===== src/rtl/sw_pkg.sv =====
// Shared defaults for the slide-switch input conditioning path.
package sw_pkg;
  localparam int unsigned SW_WIDTH           = 16;
  localparam int unsigned SW_DEBOUNCE_CYCLES = 20000;
endpackage


===== src/rtl/sw_debounce_bit.sv =====
// One switch line: 2-FF synchroniser, stability counter, debounced level and change pulse.
module sw_debounce_bit
  import sw_pkg::*;
#(
  parameter int unsigned CNT_MAX = SW_DEBOUNCE_CYCLES
) (
  input  logic clk_i,
  input  logic rst_i,
  input  logic raw_i,
  output logic sw_o,
  output logic changed_o,
  output logic change_c
);

  localparam int unsigned      CNT_W    = $clog2(CNT_MAX + 1);
  localparam logic [CNT_W-1:0] CNT_LAST = CNT_W'(CNT_MAX - 1);

  logic             s1_q, s1_d;
  logic             s2_q, s2_d;
  logic [CNT_W-1:0] cnt_q, cnt_d;
  logic             sw_q, sw_d;
  logic             changed_q, changed_d;

  // A mismatch must persist CNT_MAX edges; any match drops back to stable.
  always_comb begin
    s1_d      = raw_i;
    s2_d      = s1_q;
    cnt_d     = '0;
    sw_d      = sw_q;
    changed_d = 1'b0;
    if (s2_q != sw_q) begin
      if (cnt_q == CNT_LAST) begin
        sw_d      = s2_q;
        changed_d = 1'b1;
      end else begin
        cnt_d = cnt_q + CNT_W'(1);
      end
    end
  end

  always_ff @(posedge clk_i) begin
    if (rst_i) begin
      s1_q      <= 1'b0;
      s2_q      <= 1'b0;
      cnt_q     <= '0;
      sw_q      <= 1'b0;
      changed_q <= 1'b0;
    end else begin
      s1_q      <= s1_d;
      s2_q      <= s2_d;
      cnt_q     <= cnt_d;
      sw_q      <= sw_d;
      changed_q <= changed_d;
    end
  end

  assign sw_o      = sw_q;
  assign changed_o = changed_q;
  // Next-cycle pulse, so the parent can register an aggregate in step with changed_o.
  assign change_c  = changed_d;

endmodule


===== src/rtl/sw_debouncer.sv =====
// Debounces WIDTH slide-switch lines and flags every accepted toggle with one-cycle pulses.
module sw_debouncer
  import sw_pkg::*;
#(
  parameter int unsigned WIDTH   = SW_WIDTH,
  parameter int unsigned CNT_MAX = SW_DEBOUNCE_CYCLES
) (
  input  logic             clk_i,
  input  logic             rst_i,
  input  logic [WIDTH-1:0] sw_raw_i,
  output logic [WIDTH-1:0] sw_o,
  output logic [WIDTH-1:0] sw_changed_o,
  output logic             any_changed_o
);

  logic [WIDTH-1:0] change_c;
  logic             any_changed_q, any_changed_d;

  for (genvar g = 0; g < WIDTH; g++) begin : g_bit
    sw_debounce_bit #(
      .CNT_MAX (CNT_MAX)
    ) u_bit (
      .clk_i     (clk_i),
      .rst_i     (rst_i),
      .raw_i     (sw_raw_i[g]),
      .sw_o      (sw_o[g]),
      .changed_o (sw_changed_o[g]),
      .change_c  (change_c[g])
    );
  end

  // OR of the per-bit next pulses so any_changed_o lines up with sw_changed_o.
  always_comb begin
    any_changed_d = |change_c;
  end

  always_ff @(posedge clk_i) begin
    if (rst_i) begin
      any_changed_q <= 1'b0;
    end else begin
      any_changed_q <= any_changed_d;
    end
  end

  assign any_changed_o = any_changed_q;

endmodule

===== config.mk =====
export PLATFORM = sky130hd
export DESIGN_NAME = sw_debouncer
export DESIGN_NICKNAME = d
export VERILOG_FILES = /design/src/rtl/sw_pkg.sv /design/src/rtl/sw_debounce_bit.sv /design/src/rtl/sw_debouncer.sv
export SDC_FILE = /design/constraint.sdc
export NUM_CORES = 1
export LEC_CHECK = 0
export CORE_MARGIN = 3
export CORE_UTILIZATION = 58
export DETAILED_ROUTE_END_ITERATION = 12
export GPL_TIMING_DRIVEN = 0
export PLACE_DENSITY = 0.76
export SYNTH_ARGS = -nofsm -noshare
export SYNTH_HDL_FRONTEND = slang
export SYNTH_HIERARCHICAL = 1
export SYNTH_SLANG_ARGS = --single-unit

===== constraint.sdc =====
create_clock -name clk_i -period 3.8 [get_ports clk_i]
set_clock_uncertainty 0.15 [all_clocks]
set_input_delay 0.57 -clock clk_i [delete_from_list [all_inputs] [get_ports clk_i]]
set_output_delay 0.57 -clock clk_i [all_outputs]
set_load 0.03 [all_outputs]

# --- Word level (Yosys, flattened, before mapping) ---
# Cells that the tools add are included.
classes:
  mux: 32
  n_lt_le_gt_ge: 0
  n_eq_ne: 32
  multipliers: 0
  shifts: 0
  n_bitwise: 16
  div: 0
  add_sub_neg: 16
  n_reduce_logical: 33
ops:
  columns: ["cell", "count"]
  rows:
  - ["15-bit by 1-bit adder with 15-bit output, second input constant", 16]
  - ["15-bit equality test, second input constant", 16]
  - ["3-bit OR reduction", 16]
  - ["1-bit 2-to-1 mux", 32]
  - ["2-bit AND reduction", 16]
  - ["1-bit != test", 16]
  - ["1-bit inverter", 16]
  - ["16-bit OR reduction", 1]
word_totals:
  mem_count: 0
  mem_bits_ro: 0
  register_bits: 305
  mem_bits_rw: 0
  output_inout_bits: 33
  input_bits: 18
  elab_cells: 210
  latch_bits: 0

# --- Logic depth before layout (Yosys ltp) ---
# Gate-level depths: netlist (run 1).
logic_depth:
  ltp_word: 4
  depth_mapped: 7
  depth_no_buf: 6

# --- Modules after synthesis ---
# Netlist (run 1), hierarchy kept.
by_module_without_submodules:
  columns: ["mod", "cells_per_inst", "n_inst", "area_each_um2", "seq_area_each_um2"]
  rows:
  - ["sw_debounce_bit at g_bit[0].u_bit ...", 83, 15, 853.3, 380.4]
  - ["sw_debounce_bit at g_bit[9].u_bit", 87, 1, 807.0, 380.4]
  - ["sw_debouncer", 6, 1, 53.8, 20.0]

# --- Least setup slack after synthesis (run 1) ---
# Ideal clock, no wire load.
synth_timing:
  path_kind: "reg-to-reg"
  from: "register g_bit[4].u_bit.cnt_q[0]"
  to: "register any_changed_q (netlist: any_changed_o)"
  n_path_buf: 1
  path_stages_with_launch: 8
  arrival_time_ns: 1.430
  path_slack_ns: 2.081
  synth_period_minus_slack_ns: 1.719
  setup_time_ns: 0.140
  required_time_ns: 3.510
  cell_sequence: "dfxtp_1 ha_1 and4_1 buf_6 nand4_4 nor2_1 nor4_1 a41oi_1"
synth_between:
  elab_chain_cells: 4
synth_lines:
  columns: ["item", "line_no", "rtl"]
  rows:
  - ["start, declared", "sw_debounce_bit.sv:20", "logic [CNT_W-1:0] cnt_q, cnt_d;"]
  - ["start signal, assigned", "sw_debounce_bit.sv:51", "cnt_q <= cnt_d;"]
  - ["15-bit equality test", "sw_debounce_bit.sv:32", "if (cnt_q == CNT_LAST) begin"]
  - ["1-bit 2-to-1 mux", "sw_debounce_bit.sv:32", null]
  - ["1-bit 2-to-1 mux", "sw_debounce_bit.sv:31", "if (s2_q != sw_q) begin"]
  - ["named net change_c[4]", "sw_debouncer.sv:16", "logic [WIDTH-1:0] change_c;"]
  - ["16-bit OR reduction", "sw_debouncer.sv:34", "any_changed_d = |change_c;"]
  - ["end signal, assigned", "sw_debouncer.sv:41", "any_changed_q <= any_changed_d;"]
  - ["end, declared", "sw_debouncer.sv:17", "logic any_changed_q, any_changed_d;"]
# The timed path passes the listed nets, and every way through them passes these cells.
# A chain may end at the register's enable or synchronous reset.

# --- Worst setup path after layout (run 1) ---
layout_timing:
  from: "register g_bit[15].u_bit.sw_q"
  to: "output sw_o[15]"
layout_lines:
  columns: ["item", "line_no", "rtl"]
  rows:
  - ["start, declared", "sw_debounce_bit.sv:21", "logic sw_q, sw_d;"]
  - ["start signal, assigned", "sw_debounce_bit.sv:52", "sw_q <= sw_d;"]
  - ["end, declared", "sw_debouncer.sv:11", "output logic [WIDTH-1:0] sw_o,"]
# No word-level cell between the ends.

==> results of run 1 <==
## logic make-up after synthesis
family	count (synthesis)	share of synthesized area, %
AO/OA/AOI/OAI	3	0.2015
multiplexers	16	1.172
adder cells (fa/ha/maj)	16	1.465
AND/OR/NAND/NOR	726	34.29
buffers and inverters	49	3.874
XOR/XNOR	223	14.30
flip-flops	305	44.70
## final cells by class
type	instances	area, µm²	share of cell area, %
inverters	3	11.26	0.07200
well taps	313	391.6	2.504
plain buffers	46	518.0	3.312
multi-input cells	984	7025	44.92
clock buffers	43	870.8	5.568
clock inverters	13	219.0	1.400
repair buffers	50	498.0	3.184
flip-flops and latches	305	6106	39.04
## synth_stat cells, drive strengths merged (8+ instances only)
library cell,instances
dfxtp,305
nand4,95
nand2,33
xnor2,40
ha,16
buf,46
and4,46
xor2,183
nand3,96
nor3,19
mux2i,16
and3,76
nor2,273
nor4b,30
nor2b,32
and2,15
nor4,8
## power by group through the flow
stage	Clock, mW	Combinational, mW	Sequential (mW)
2_1_floorplan	0	0.0529	3.30
3_3_place_gp	0	0.0960	3.30
3_5_place_dp	0	0.0959	3.30
4_1_cts	3.29	0.0976	3.23
5_1_grt	3.43	0.106	3.23
6_report	3.20	0.0949	3.23
## flip-flops by register name (all words and copies together), names as in the netlist
| signal | flops |
|---|---|
| g_bit.u_bit/cnt_q | 240 |
| g_bit.u_bit/s2_q | 16 |
| g_bit.u_bit/sw_o | 16 |
| g_bit.u_bit/s1_q | 16 |
| g_bit.u_bit/changed_o | 16 |
| any_changed_o | 1 |
## worst min path at each step
| stage | startpoint | end | slack (ps) | cells after the start |
|---|---|---|---|---|
| final | g_bit[14].u_bit/s1_q$_SDFF_PP0_ | g_bit[14].u_bit/s2_q$_SDFF_PP0_ | 280 | 1 |
| after global routing | g_bit[4].u_bit/s1_q$_SDFF_PP0_ | g_bit[4].u_bit/s2_q$_SDFF_PP0_ | 300 | 1 |
| after CTS | g_bit[14].u_bit/s1_q$_SDFF_PP0_ | g_bit[14].u_bit/s2_q$_SDFF_PP0_ | 290 | 1 |
| after detailed placement | g_bit[14].u_bit/s1_q$_SDFF_PP0_ | g_bit[14].u_bit/s2_q$_SDFF_PP0_ | 270 | 1 |
| after global placement | g_bit[3].u_bit/s1_q$_SDFF_PP0_ | g_bit[3].u_bit/s2_q$_SDFF_PP0_ | 270 | 1 |
| after floorplan | g_bit[0].u_bit/s1_q$_SDFF_PP0_ | g_bit[0].u_bit/s2_q$_SDFF_PP0_ | 260 | 1 |
## metrics by stage
step	worst slack [ps]	setup TNS, ps
after floorplan	2081	0
after detailed placement	1558	0
after CTS	1365	0
after global routing	1347	0
after global placement	-579.9	-117170
final	1409	0
## metal layers
layer	global-route usage [%]	up-vias	wire length [µm]
met5	0	-	0
met4	5.213	0	623
met3	3.070	43	842
met2	31.07	118	11040
met1	25.47	4434	11250
li1	-	4800	-
## cells in the final DEF, fill, tap and decap left out, types with 5 or more instances in the layout
cell type and count:
buf_6 46, clkbuf_16 31, nand2_1 17, dfxtp_1 305
bufinv_16 6, and4_1 31, and3_1 46, nand3_1 96
nor3_1 19, nor4_1 8, nand4_4 15, xor2_1 183
mux2i_1 16, and3_2 30, and4_2 15, nor2b_1 32
nand2_4 15, clkdlybuf4s50_1 49, xnor2_1 40, nor4b_4 30
clkbuf_1 7, clkinv_2 6, ha_1 16, nand4_1 79
nor2_1 271, clkbuf_8 5, and2_1 15
==> metrics.md, run 1 <==
| Metric | Value |
|---|---|
| Outcome | `finished, final reports clean` |
| Synthesized Nets | `1372` |
| Setup crit end kind | `output port` |
| Post-Layout Inst Area | `approximately 16000 µm²` |
| Final Hold Viols | `0` |
| Critical path peak fanout | `3` |
| Power, Total | `~6.5 mW` |
| Area grow syn2layout | `14.49%` |
| Top post-synthesis cells by area | `dfxtp_1 45%, xor2_1 12%, nor2_1 7.4%` |
| Vias | `9395` |
| Initial Util | `between 50% and 60%` |
| Net Switching | `~1.3 mW` |
| Final min period | `roughly 2400 ps` |
| Mean Syn Cell Area | `10.21 µm²` |
| Final nets | `between 1k and 1.5k` |
| Post-Route Utilization | `between 60% and 70%` |
| GRT overflow | `0` |
| Switching share of power | `19.46%` |
| Slew @ Worst Pin | `a little under 900 ps` |
| Primary FF master, synth | `dfxtp_1` |
| Worst reg-to-reg setup slack | `roughly 1400 ps` |
| Yosys top cell by area | `dfxtp_1` |
| H-tree Lvls | `1` |
| Wirelength per Cell | `between 10 and 15 µm` |
| Clk buf depth | `3` |
| Startpoint Class | `flop` |
| PostCTS Resize Cnt | `0` |
| DRT Pass-1 Iters | `6` |
| Final Setup Violations | `0` |
| Max stage delay on crit path | `between 700 and 800 ps` |
| Maximum Capacitance Violations | `0` |
| Post-CTS setup repair buffer count | `0` |
| Port Buf Inserts | `50` |
| Crit path from | `g_bit[15].u_bit/sw_o$_SDFFE_PP0P_` |
| Reg-to-reg endpoint | `any_changed_o$_SDFF_PP0_` |
| Post-synth EDFFs | `0` |
| Vias per cell | `5.347` |
| Setup CP Type | `reg -> out` |
| Rows | `55` |
| Synthesis warning total | `6` |
| Crit path to | `sw_o[15]` |
| Tot GR Track Use | `18.77%` |
| Hold Crit Class | `reg -> reg` |
| Final period utilization | `between 60% and 70%` |
| Largest net degree at the start of global routing | `81` |
| Die height | `159.5 µm` |
| Clk sinks | `between 300 and 400` |
| Final wirelength | `between 20000 and 25000 µm` |
| Power Density | `around 420 nW/µm²` |
| F_max | `about 420 MHz` |
| Peak supply drop | `about 0.38 mV` |
| Top Family by Delay on Critical Path | `buffers and inverters` |
| I/O pin count | `a little over 50` |
| Reg2Reg Depth | `7` |
| Cells after synthesis | `about 1.3k` |
| Clk_lat worst skew | `around 560 ps` |
| RSZ-0062 raised after global routing | `false` |
| Final slew viol count | `0` |
| Fin cells | `between 1.5k and 2k` |
| WP data required | `around 3000 ps` |
| CP Cell Sequence | `clkdlybuf4s50_1` |
| Detail Placement HPWL | `between 15000 and 20000 µm` |
| Die ar. | `25430 µm²` |
| Seq pwr share | `about half` |
| Synth top area share | `44.70%` |
| CP arrival | `approximately 1700 ps` |
| DRC | `0` |
| Slew headroom | `40.82%` |
| Clock Pin Slew Worst Setup and Hold Paths | `around 60 ps` |
| Clock root buffer | `clkbuf_16` |
| Post-synth ARST share | `0%` |
| Core ar. | `between 20000 and 25000 µm²` |
| Die X | `159.5 µm` |
| Placer Congestion | `just over 0.8` |
| Iter 0 DRT Violations | `approximately 470` |
| Cell Count Post-Placement | `approximately 1.7k` |
| Yosys reg bits | `305` |
| Hold-fix buffers, CTS | `0` |
| Antenna-violating nets left | `0` |
| First-pass GRT wire length | `42230 µm` |
| R2R Path Start | `g_bit[7].u_bit/cnt_q[0]$_SDFF_PP0_` |
| Fillers | `1782` |
| Area after DPL | `~15000 µm²` |
| Via count of the first global-routing pass | `9168` |
| WP depth | `1` |
| Proportion of layout cells with a drive suffix above 1 | `between 10% and 20%` |
| Min Hold Slack | `about 280 ps` |
| Clock power frac | `between 40% and 50%` |
| CP Buf/Inv Count | `1` |
| Initial antenna violation count | `0` |
| Sequential area share after synthesis | `approximately 45%` |
| Post-synthesis cell type count | `31` |
| Mapped cell area | `approximately 14000 µm²` |
| Internal power | `between 5 and 6 mW` |
| CTS tree | `built` |
| Combinational power share | `under 10%` |
| Inserted Clock Buffers | `31` |
| Leak | `just under 6 nW` |
| Critical path's slowest cell | `clkdlybuf4s50_1` |
| # diodes | `0` |
Power figures use the tool's default switching activity.
==> run 2, diff against run 1 <==
==> constraint.sdc (replaced) <==
create_clock -name clk_i -period 2.4 [get_ports clk_i]
set_clock_uncertainty 0.15 [all_clocks]
set_input_delay 0.36 -clock clk_i [delete_from_list [all_inputs] [get_ports clk_i]]
set_output_delay 0.36 -clock clk_i [all_outputs]
set_load 0.03 [all_outputs]
==> results of run 2 <==
The final DEF is identical to that of run 1. Status: finished, final reports clean.
Among the figures that moved: setup slack after placement 1558 ps -> 157.9 ps; setup slack after layout 1409 ps -> 39.73 ps; hold slack 283.3 ps -> 203.2 ps; start point of the critical path g_bit[15].u_bit/sw_o$_SDFFE_PP0P_ -> g_bit[7].u_bit/cnt_q[0]$_SDFF_PP0_; end point of the critical path sw_o[15] -> any_changed_o$_SDFF_PP0_; register-to-register setup slack 1440 ps -> 40 ps; end point of the worst hold path g_bit[14].u_bit/s2_q$_SDFF_PP0_ -> g_bit[7].u_bit/s1_q$_SDFF_PP0_; total power 6.528 mW -> 10.34 mW; worst IR drop on VDD 0.3767 mV -> 0.5965 mV
==> run 3, diff against run 2 <==
==> constraint.sdc (replaced) <==
create_clock -name clk_i -period 2.4 [get_ports clk_i]
set_clock_uncertainty 0.15 [all_clocks]
set_input_delay 0.36 -clock clk_i [delete_from_list [all_inputs] [get_ports clk_i]]
set_output_delay 0.36 -clock clk_i [all_outputs]
set_load 0.01 [all_outputs]
==> results of run 3 <==
The final DEF is identical to that of run 1. Status: finished, final reports clean.
Among the figures that moved: setup slack after placement 1558 ps -> 157.9 ps; setup slack after layout 1409 ps -> 39.73 ps; hold slack 283.3 ps -> 203.2 ps; start point of the critical path g_bit[15].u_bit/sw_o$_SDFFE_PP0P_ -> g_bit[7].u_bit/cnt_q[0]$_SDFF_PP0_; end point of the critical path sw_o[15] -> any_changed_o$_SDFF_PP0_; register-to-register setup slack 1440 ps -> 40 ps; end point of the worst hold path g_bit[14].u_bit/s2_q$_SDFF_PP0_ -> g_bit[7].u_bit/s1_q$_SDFF_PP0_; total power 6.528 mW -> 10.34 mW; worst IR drop on VDD 0.3767 mV -> 0.5965 mV
